`src/rtl/rl_pkg.sv`:
```
// Shared constants and types for the Q-learning gridworld environment:
// action encodings, grid landmarks, hole map, rewards and the FSM state enum.
package rl_pkg;

    localparam int STATE_W = 6;

    localparam logic [3:0] ACT_UP    = 4'b0001;
    localparam logic [3:0] ACT_DOWN  = 4'b0010;
    localparam logic [3:0] ACT_LEFT  = 4'b0100;
    localparam logic [3:0] ACT_RIGHT = 4'b1000;

    localparam logic [STATE_W-1:0] START_STATE = 6'd1;
    localparam logic [STATE_W-1:0] GOAL_STATE  = 6'd25;

    // Bit (s-1) set when state s is a hole: 5, 7, 8, 14, 17, 19, 20, 22.
    localparam logic [24:0] HOLE_MASK = (25'd1 << 4)  | (25'd1 << 6)  | (25'd1 << 7)  |
                                        (25'd1 << 13) | (25'd1 << 16) | (25'd1 << 18) |
                                        (25'd1 << 19) | (25'd1 << 21);

    localparam logic signed [15:0] R_GOAL = 16'sd100;
    localparam logic signed [15:0] R_HOLE = -16'sd100;
    localparam logic signed [15:0] R_BUMP = -16'sd5;
    localparam logic signed [15:0] R_STEP = -16'sd1;

    typedef enum logic [1:0] {
        ST_IDLE,
        ST_WAIT_ACT,
        ST_RESPOND,
        ST_EXHAUSTED
    } env_state_e;

endpackage

```
`src/rtl/gridworld_step.sv`:
```
// Combinational single-step transition of the 5x5 gridworld: applies one
// action to a position and classifies the landing cell.
module gridworld_step
    import rl_pkg::*;
(
    input  logic [STATE_W-1:0]   pos,
    input  logic [3:0]           action,
    output logic [STATE_W-1:0]   next_state,
    output logic signed [15:0]   reward,
    output logic                 is_goal,
    output logic                 is_hole,
    output logic                 is_bump
);

    logic [4:0]  idx;
    logic [2:0]  row;
    logic [4:0]  col;
    logic [24:0] hole_hit;

    assign idx = 5'(pos - STATE_W'(1));

    // Row/column from the 0-based index without a divider.
    always_comb begin
        if (idx >= 5'd20) begin
            row = 3'd4;
            col = idx - 5'd20;
        end else if (idx >= 5'd15) begin
            row = 3'd3;
            col = idx - 5'd15;
        end else if (idx >= 5'd10) begin
            row = 3'd2;
            col = idx - 5'd10;
        end else if (idx >= 5'd5) begin
            row = 3'd1;
            col = idx - 5'd5;
        end else begin
            row = 3'd0;
            col = idx;
        end
    end

    always_comb begin
        next_state = pos;
        is_bump    = 1'b1;
        case (action)
            ACT_UP: begin
                if (row != 3'd0) begin
                    next_state = pos - STATE_W'(5);
                    is_bump    = 1'b0;
                end
            end
            ACT_DOWN: begin
                if (row != 3'd4) begin
                    next_state = pos + STATE_W'(5);
                    is_bump    = 1'b0;
                end
            end
            ACT_LEFT: begin
                if (col != 5'd0) begin
                    next_state = pos - STATE_W'(1);
                    is_bump    = 1'b0;
                end
            end
            ACT_RIGHT: begin
                if (col != 5'd4) begin
                    next_state = pos + STATE_W'(1);
                    is_bump    = 1'b0;
                end
            end
            default: ;
        endcase
    end

    generate
        for (genvar gi = 0; gi < 25; gi++) begin : g_hole
            assign hole_hit[gi] = HOLE_MASK[gi] && (next_state == STATE_W'(gi + 1));
        end
    endgenerate

    assign is_goal = (next_state == GOAL_STATE);
    assign is_hole = |hole_hit;

    always_comb begin
        if (is_goal)      reward = R_GOAL;
        else if (is_hole) reward = R_HOLE;
        else if (is_bump) reward = R_BUMP;
        else              reward = R_STEP;
    end

endmodule

```
`src/rtl/gridworld_env.sv`:
```
// Gridworld environment responder: accepts agent actions over valid/ready,
// answers each with next state/reward/flags, and sequences episodes itself.
// Optional trace port enabled by defining GRIDWORLD_TRACE_EN.
module gridworld_env
    import rl_pkg::*;
#(
    parameter int MAX_STEPS    = 15,
    parameter int MAX_EPISODES = 300
) (
    input  logic                 clk,
    input  logic                 rst_n,
    input  logic                 start,
    input  logic                 act_valid,
    output logic                 act_ready,
    input  logic [3:0]           action,
    output logic                 resp_valid,
    input  logic                 resp_ready,
    output logic [STATE_W-1:0]   next_state,
    output logic signed [15:0]   next_reward,
    output logic                 ep_end,
    output logic                 goal_hit,
    output logic [9:0]           episode,
    output logic [3:0]           step_cnt,
    output logic                 exhausted
`ifdef GRIDWORLD_TRACE_EN
    ,
    output logic                 trace_valid,
    output logic [31:0]          trace_word
`endif
);

    localparam logic [3:0] STEP_LIMIT = 4'(MAX_STEPS);
    localparam logic [9:0] EP_LIMIT   = 10'(MAX_EPISODES);

    env_state_e          state_reg, state_next;
    logic [STATE_W-1:0]  pos_reg, pos_next;
    logic [9:0]          episode_reg, episode_next;
    logic [3:0]          step_cnt_reg, step_cnt_next;
    logic [STATE_W-1:0]  ns_reg, ns_next;
    logic signed [15:0]  reward_reg, reward_next;
    logic                ep_end_reg, ep_end_next;
    logic                goal_hit_reg, goal_hit_next;

    logic [STATE_W-1:0]  step_ns;
    logic signed [15:0]  step_reward;
    logic                step_goal;
    logic                step_hole;
    logic                step_bump;
    logic [3:0]          step_inc;

    gridworld_step u_step (
        .pos        (pos_reg),
        .action     (action),
        .next_state (step_ns),
        .reward     (step_reward),
        .is_goal    (step_goal),
        .is_hole    (step_hole),
        .is_bump    (step_bump)
    );

    assign step_inc = step_cnt_reg + 4'd1;

    always_comb begin
        state_next    = state_reg;
        pos_next      = pos_reg;
        episode_next  = episode_reg;
        step_cnt_next = step_cnt_reg;
        ns_next       = ns_reg;
        reward_next   = reward_reg;
        ep_end_next   = ep_end_reg;
        goal_hit_next = goal_hit_reg;
        case (state_reg)
            ST_IDLE, ST_EXHAUSTED: begin
                if (start) begin
                    state_next    = ST_WAIT_ACT;
                    episode_next  = 10'd1;
                    step_cnt_next = 4'd0;
                    pos_next      = START_STATE;
                end
            end
            ST_WAIT_ACT: begin
                if (act_valid) begin
                    ns_next       = step_bump ? pos_reg : step_ns;
                    reward_next   = step_reward;
                    goal_hit_next = step_goal;
                    // Goal/hole take precedence for reward; timeout only forces the end flag.
                    ep_end_next   = step_goal || step_hole || (step_inc == STEP_LIMIT);
                    step_cnt_next = step_inc;
                    state_next    = ST_RESPOND;
                end
            end
            ST_RESPOND: begin
                if (resp_ready) begin
                    if (!ep_end_reg) begin
                        pos_next   = ns_reg;
                        state_next = ST_WAIT_ACT;
                    end else if (episode_reg < EP_LIMIT) begin
                        episode_next  = episode_reg + 10'd1;
                        step_cnt_next = 4'd0;
                        pos_next      = START_STATE;
                        state_next    = ST_WAIT_ACT;
                    end else begin
                        state_next = ST_EXHAUSTED;
                    end
                end
            end
            default: state_next = ST_IDLE;
        endcase
    end

    always_ff @(posedge clk or negedge rst_n) begin
        if (!rst_n) begin
            state_reg    <= ST_IDLE;
            pos_reg      <= START_STATE;
            episode_reg  <= 10'd0;
            step_cnt_reg <= 4'd0;
            ns_reg       <= START_STATE;
            reward_reg   <= 16'sd0;
            ep_end_reg   <= 1'b0;
            goal_hit_reg <= 1'b0;
        end else begin
            state_reg    <= state_next;
            pos_reg      <= pos_next;
            episode_reg  <= episode_next;
            step_cnt_reg <= step_cnt_next;
            ns_reg       <= ns_next;
            reward_reg   <= reward_next;
            ep_end_reg   <= ep_end_next;
            goal_hit_reg <= goal_hit_next;
        end
    end

    assign act_ready   = (state_reg == ST_WAIT_ACT);
    assign resp_valid  = (state_reg == ST_RESPOND);
    assign exhausted   = (state_reg == ST_EXHAUSTED);
    assign next_state  = ns_reg;
    assign next_reward = reward_reg;
    assign ep_end      = ep_end_reg;
    assign goal_hit    = goal_hit_reg;
    assign episode     = episode_reg;
    assign step_cnt    = step_cnt_reg;

`ifdef GRIDWORLD_TRACE_EN
    logic trace_valid_reg;

    always_ff @(posedge clk or negedge rst_n) begin
        if (!rst_n) trace_valid_reg <= 1'b0;
        else        trace_valid_reg <= (state_reg == ST_WAIT_ACT) && act_valid;
    end

    assign trace_valid = trace_valid_reg;
    assign trace_word  = {episode_reg, step_cnt_reg, ns_reg, reward_reg[11:0]};
`endif

endmodule

```
`config.mk`:
```
export PLATFORM = sky130hd
export DESIGN_NAME = gridworld_env
export DESIGN_NICKNAME = d
export VERILOG_FILES = /design/src/rtl/rl_pkg.sv /design/src/rtl/gridworld_step.sv /design/src/rtl/gridworld_env.sv
export SDC_FILE = /design/constraint.sdc
export NUM_CORES = 1
export LEC_CHECK = 0
export ABC_AREA = 1
export BUFFER_PORTS_ARGS = -buffer_cell sky130_fd_sc_hd__clkbuf_2
export CAP_MARGIN = 20
export CORE_ASPECT_RATIO = 0.6
export CORE_MARGIN = 2
export CORE_UTILIZATION = 48
export DETAILED_ROUTE_END_ITERATION = 7
export PLACE_DENSITY = 0.71
export SYNTH_ARGS = -nofsm -noshare
export SYNTH_HDL_FRONTEND = slang
export SYNTH_SLANG_ARGS = --single-unit
```
`constraint.sdc`:
```
create_clock -name clk -period 6.9 [get_ports clk]
set_input_delay 0.345 -clock clk [delete_from_list [all_inputs] [get_ports clk]]
set_output_delay 0.345 -clock clk [all_outputs]
set_load 0.02 [all_outputs]
```
==> results of run 1 <==
[routing by layer]
metal | share of wire [%] | global-route usage, %
met4 | 0.22 | 3.205
met2 | 37 | 30.42
met5 | 0 | 0
met3 | 13 | 6.556
met1 | 51 | 40.64
[cells by family after synthesis]
| family | after synthesis | synth area share, % |
|---|---|---|
| compound gates | 67 | 11.64 |
| xor+xnor | 9 | 2.512 |
| fa+ha+maj | 16 | 6.380 |
| buf+inv | 87 | 12.80 |
| flops | 34 | 27.19 |
| simple gates | 251 | 39.47 |
[Yosys cell counts (5+ instances only)]
cell,instances
nor2_1,38
inv_1,51
a21oi_1,13
ha_1,16
nand3_1,60
buf_4,13
nand2_1,97
dfrtp_1,32
nor2_2,7
nand2_2,7
xor2_1,8
nand2_4,5
nand4_1,9
nor3_1,8
clkinv_1,6
o21ai_0,38
inv_2,7
[cell type report]
| class | instances | area share [%] |
|---|---|---|
| well taps | 84 | 3.042 |
| repair buffers | 50 | 7.316 |
| flip-flops and latches | 34 | 24.70 |
| multi-input cells | 343 | 54.51 |
| clock buffers | 6 | 2.390 |
| clock inverters | 2 | 0.3622 |
| inverters | 68 | 7.678 |
[path summary, 6_finish.rpt]
path	end	depth (start not counted)	from	slack, ns
max	ep_end$_DFFE_PN0P_	27	pos_reg[1]$_DFFE_PN0P_	2.70
max in group asynchronous	pos_reg[1]$_DFFE_PN0P_	1	rst_n	6.23
min in group clk	next_state[0]$_DFFE_PN1P_	2	next_state[0]$_DFFE_PN1P_	0.50
max reg2reg	ep_end$_DFFE_PN0P_	27	pos_reg[1]$_DFFE_PN0P_	2.70
min reg2reg	next_state[0]$_DFFE_PN1P_	2	next_state[0]$_DFFE_PN1P_	0.50
min	episode[8]$_DFFE_PN0P_	1	rst_n	0.14
[metrics by stage]
stage / setup WS (ns) / instance area, um2 / std cells
finish: 2.698 / 3455 / 587
global route: 2.294 / 3455 / 587
CTS: 2.799 / 3455 / 587
detailed placement: 2.824 / 3359 / 579
global placement: 2.814 / 3359 / 579
floorplan: 3.339 / 3138 / 464
[report_power, final]
part	internal, mW	switching (mW)
Sequential	0.262	0.0757
Clock	0.0802	0.0775
Combinational	0.360	0.855
Total	0.703	1.01
==> impl_results.md, run 1 <==
- Standard cell with the maximum stage delay on the critical path: dfrtp_1
- N_diodes: 0
- Area used by multi-input combinational logic: ~1900 um2
- Top flip-flop cell by instance count after synthesis: dfrtp_1
- Quantity of hold-fixing buffers added after cts: 0
- Largest net degree at the start of global routing: 35
- Crit Path Category: flip-flop to flip-flop
- Depth of the CTS H-tree: 2
- Power density over cell area: 495.4 nW/um2
- Clock network latency to the later pin of the worst-skew pair: 0.29 ns
- Half-perimeter wire length of the detailed placement result: 6.587 mm
- Initial core utilization: 50.44%
- Area growth from synthesis to layout: 10.09%
- YS warnings: 0
- Die Ht: 66.63 um
- Total global routing track utilization: approximately a quarter
- Fraction of post-synthesis cell area in the top cell type by area: 25.52%
- Clock root buffer: clkbuf_8
- Total of cells resized after clock tree synthesis: 0
- Post-synthesis average cell area: around 6.8 um2
- Fraction of final layout cells sized beyond drive strength 1: 20.68%
- Actual slew at the worst max-slew pin: 0.8967 ns
- Total core area: 6221 um2
- Initial antenna violation count: 0
- Largest cells by area after synthesis: dfrtp_1 (26%), nand2_1 (12%), nand3_1 (9.6%)
- Synth Register Bits: 34
- Die footprint: 7222 um2
- Number of buffers inserted to repair setup after CTS: 0
- Tmin final: roughly 4.2 ns
- Number of max-slew violations in the final report: 0
- Sum of internal, switching and leakage power: about 1.7 mW
- Setup repair after global routing missed its margin: no
- Post-route clock period utilization: 60.89%
- Ports placed on the boundary: 50
- Net Count, Synth: 489
- TritonCTS clock tree: done
- Final-stage net count: approximately 530
- Number of fillers in the final layout: approximately 600
- Synthesized area: 3138 um2
- Wire length of the first global-routing pass: 13.66 mm
- Vias per cell: 5.513
- Post-synth EDFFs: 0
- Synth area leader: dfrtp_1
- Async set-or-reset flop fraction in the synthesized netlist: 100.0%
- Buf+Inv Stages, Crit Path: 4
- Drt total wl: 8.492 mm
- Worst vdd ir: 260.9 uV
- Sequential share of the synthesized area: 27.19%
- Count of unresolved DRC violations after routing: 0
- Number of sinks on the clock net: 34
- Via count of the first global-routing pass: about 2700
- Cell family contributing the most delay on the critical path: simple AND/OR/NAND/NOR gates
- Result of the run: complete, no violations
- Sort of element at the start of the critical path: flip-flop
- CTS clock-pin slew for the worst setup and hold paths: 0.07 ns
- Placer Congestion: 1.020
- Flip-flop and latch area: 853.3 um2
- Number of flip-flops under the largest register name: 10
- Total setup violations reported at the end of the flow: 0
- Delay contributed by the slowest stage of the critical path: 0.51 ns
- Vias: 3236
- Library cells used by synthesis: 44
- Number of hold violations in the final report: 0
- Max_slew headroom: 39.76%
- Iteration-0 DRC Markers: 350
- Worst Setup End Kind: flip-flop
- WP data arrival: 4.39 ns
- Max Clk Rate: roughly 240 MHz
- Number of cells produced by synthesis: 464
- Min Hold Slack: 0.1418 ns
- Most frequent standard cell in the layout excluding fill and tap cells: nand2_1
- Final TNS setup: 0 ns
- Number of detailed-route iterations in the first pass: 7
- Drt wl/cell: approximately 14 um
- Hold Crit Class: input pin to async pin
- CP Data Required Time: 7.09 ns
- Largest fanout on the critical path: 16
- Commonest non-fill, non-tap cells in the layout: nand2_1 (97), nand3_1 (60), inv_1 (51), clkbuf_2 (49)
- # port buffers: a little under 50
- Aggregate global routing overflow: 0
- Maximum count of clock buffers along a single path: 2
- CP dominant cell by count: nand2_1
- Number of rows in the core area: 22
- Worst clock skew on the final layout: 0.008049 ns
- Max-cap viol count: 0
- End-of-flow core utilization: a little under three fifths
- Number of buffers added by the clock tree synthesis step: 5
- Horizontal die dimension: 108.4 um
- Leakage dissipation: approximately 1.8 nW
- Antenna viol nets, final: 0
Power figures use the tool's default switching activity.
==> inputs of run 2 (changes only) <==
--- a/config.mk
+++ b/config.mk
@@ -12,7 +12,7 @@
 export CORE_MARGIN = 2
 export CORE_UTILIZATION = 48
 export DETAILED_ROUTE_END_ITERATION = 7
-export PLACE_DENSITY = 0.71
+export PLACE_DENSITY = 0.74
 export SYNTH_ARGS = -nofsm -noshare
 export SYNTH_HDL_FRONTEND = slang
 export SYNTH_SLANG_ARGS = --single-unit
==> constraint.sdc (replaced) <==
create_clock -name clk -period 3.4 [get_ports clk]
set_input_delay 0.17 -clock clk [delete_from_list [all_inputs] [get_ports clk]]
set_output_delay 0.17 -clock clk [all_outputs]
set_load 0.02 [all_outputs]
==> impl_results.md, run 2 (same netlist as run 1, synthesis figures left out) <==
- Number of flip-flops under the largest register name: 10
- Result of the run: finished, violations left
- Total setup violations reported at the end of the flow: 1
- Initial core utilization: 50.44%
- Placer Congestion: 0.9528
- Most frequent standard cell in the layout excluding fill and tap cells: nand2_1
- Vias per cell: 5.534
- Hold Crit Class: input pin to async pin
- Sort of element at the start of the critical path: flip-flop
- Leakage dissipation: 2.021 nW
- Tmin final: 3.405 ns
- Horizontal die dimension: between 100 and 150 um
- Slack of the critical path: -0.005465 ns
- Number of hold violations in the final report: 32
- Count of unresolved DRC violations after routing: 0
- Largest fanout on the critical path: 8
- Number of sinks on the clock net: 34
- Wire length of the first global-routing pass: 14.94 mm
- Actual slew at the worst max-slew pin: between 0.8 and 0.9 ns
- Half-perimeter wire length of the detailed placement result: 7.152 mm
- Power density over cell area: roughly 1100 nW/um2
- Largest net degree at the start of global routing: 35
- Setup repair after global routing missed its margin: yes
- Total core area: 6221 um2
- Number of max-slew violations in the final report: 0
- Flip-flop and latch area: 854.6 um2
- Drt wl/cell: approximately 15 um
- Area growth from synthesis to layout: 29.07%
- Commonest non-fill, non-tap cells in the layout: nand2_1 (83), clkbuf_2 (49), inv_1 (48), nand3_1 (46), o21ai_0 (37)
- Initial antenna violation count: 0
- CTS clock-pin slew for the worst setup and hold paths: 0.08 ns
- Area used by multi-input combinational logic: approximately 2200 um2
- Iteration-0 DRC Markers: 249
- Die Ht: 66.63 um
- Min Hold Slack: -0.02964 ns
- Number of rows in the core area: 22
- Number of detailed-route iterations in the first pass: 5
- Aggregate global routing overflow: 0
- Max_slew headroom: 43.12%
- Clock root buffer: clkbuf_8
- Total global routing track utilization: 26.99%
- Final TNS setup: -0.005465 ns
- CP Data Required Time: 3.59 ns
- Quantity of hold-fixing buffers added after cts: 0
- Post-route clock period utilization: 100.2%
- Drt total wl: 9.501 mm
- Antenna viol nets, final: 0
- Max Clk Rate: 293.6 MHz
- Number of fillers in the final layout: 565
- Worst Setup End Kind: flip-flop
- Fraction of final layout cells sized beyond drive strength 1: approximately a third
- Crit Path Category: flip-flop to flip-flop
- Final-stage net count: 565
- Maximum count of clock buffers along a single path: 2
- Worst vdd ir: 500.1 uV
- Die footprint: around 7200 um2
- TritonCTS clock tree: done
- Via count of the first global-routing pass: 3071
- Vias: 3459
- Number of buffers added by the clock tree synthesis step: 5
- Failing checks: negative hold slack, negative setup slack
- Depth of the CTS H-tree: 2
- WP data arrival: 3.60 ns
- Clock network latency to the later pin of the worst-skew pair: 0.29 ns
- Ports placed on the boundary: 50
- # port buffers: 49
- Worst-case setup slack after placement: -0.1604 ns
- Worst clock skew on the final layout: 0.005911 ns
- Max-cap viol count: 0
- N_diodes: 0
## run 2: layout make-up
| type | count | area share, % |
|---|---|---|
| flip-flops and latches | 34 | 21.10 |
| repair buffers | 88 | 13.87 |
| inverters | 68 | 6.766 |
| multi-input cells | 343 | 53.44 |
| well taps | 84 | 2.595 |
| clock buffers | 5 | 1.699 |
| clock inverters | 3 | 0.5252 |
## run 2: per-layer routing
layer / GRT usage [%] / routed length (um)
met4: 3.686 / 81
met3: 9.883 / 1158
met1: 40.80 / 4547
met5: 0 / 0
met2: 36.71 / 3713
## run 2: path summary, 6_finish.rpt
path	from	endpoint	slack [ns]	cells past startpoint
worst max-delay path	pos_reg[0]$_DFFE_PN1P_	ep_end$_DFFE_PN0P_	-0.005	27
worst min-delay path	rst_n	episode[6]$_DFFE_PN0P_	-0.03	1
worst max register to register	pos_reg[0]$_DFFE_PN1P_	ep_end$_DFFE_PN0P_	-0.005	27
worst min register to register	episode[2]$_DFFE_PN0P_	episode[2]$_DFFE_PN0P_	0.51	1
max in group asynchronous	rst_n	pos_reg[1]$_DFFE_PN0P_	2.84	1
min in group clk	act_valid	state_reg[0]$_DFFE_PN0P_	0.33	4
## run 2: timing repair
item,CTS,global route
resized for setup,27,42
endpoints found under the setup margin,6,8
buffers inserted,4,2
pin swaps,20,26
## run 2: power by group
part           switching (mW)  total [mW]  internal, mW
Sequential              0.130       0.662         0.532
Clock                   0.162       0.306         0.144
Combinational            2.13        3.36          1.24
Total                    2.42        4.33          1.91
## run 2: worst max-delay path: stages, from the launching register on
cell,delay [ns]
dfstp_2,0.57
inv_6,0.04
ha_4,0.19
nand2_4,0.08
nand2_4,0.05
nand2_4,0.08
inv_4,0.04
ha_4,0.19
or3_4,0.33
nand2_2,0.07
nand2_2,0.05
clkinv_2,0.04
nand2_2,0.04
nand2_2,0.07
nand2_2,0.06
nor2_4,0.25
buf_12,0.16
nand3_2,0.06
nand3_2,0.06
nand4_1,0.19
inv_2,0.14
nor2_1,0.06
nand2_1,0.06
nand2_1,0.06
nand2_2,0.09
nand4_1,0.13
nand2_1,0.09
inv_1,0.04
## run 2: stage by stage
| step | std cells | area (um2) | power (mW) | utilization [%] | hold slack (ns) |
|---|---|---|---|---|---|
| finish | 625 | 4050 | 4.332 | 65.10 | -0.02964 |
| global route | 625 | 4050 | 4.661 | 65.10 | 0.03037 |
| CTS | 623 | 3871 | 3.990 | 62.23 | 0.007349 |
| detailed placement | 611 | 3632 | 3.428 | 58.39 | 0.3182 |
| global placement | 611 | 3632 | 3.403 | 58.39 | 0.3045 |
| floorplan | 464 | 3168 | 2.676 | - | -0.1256 |
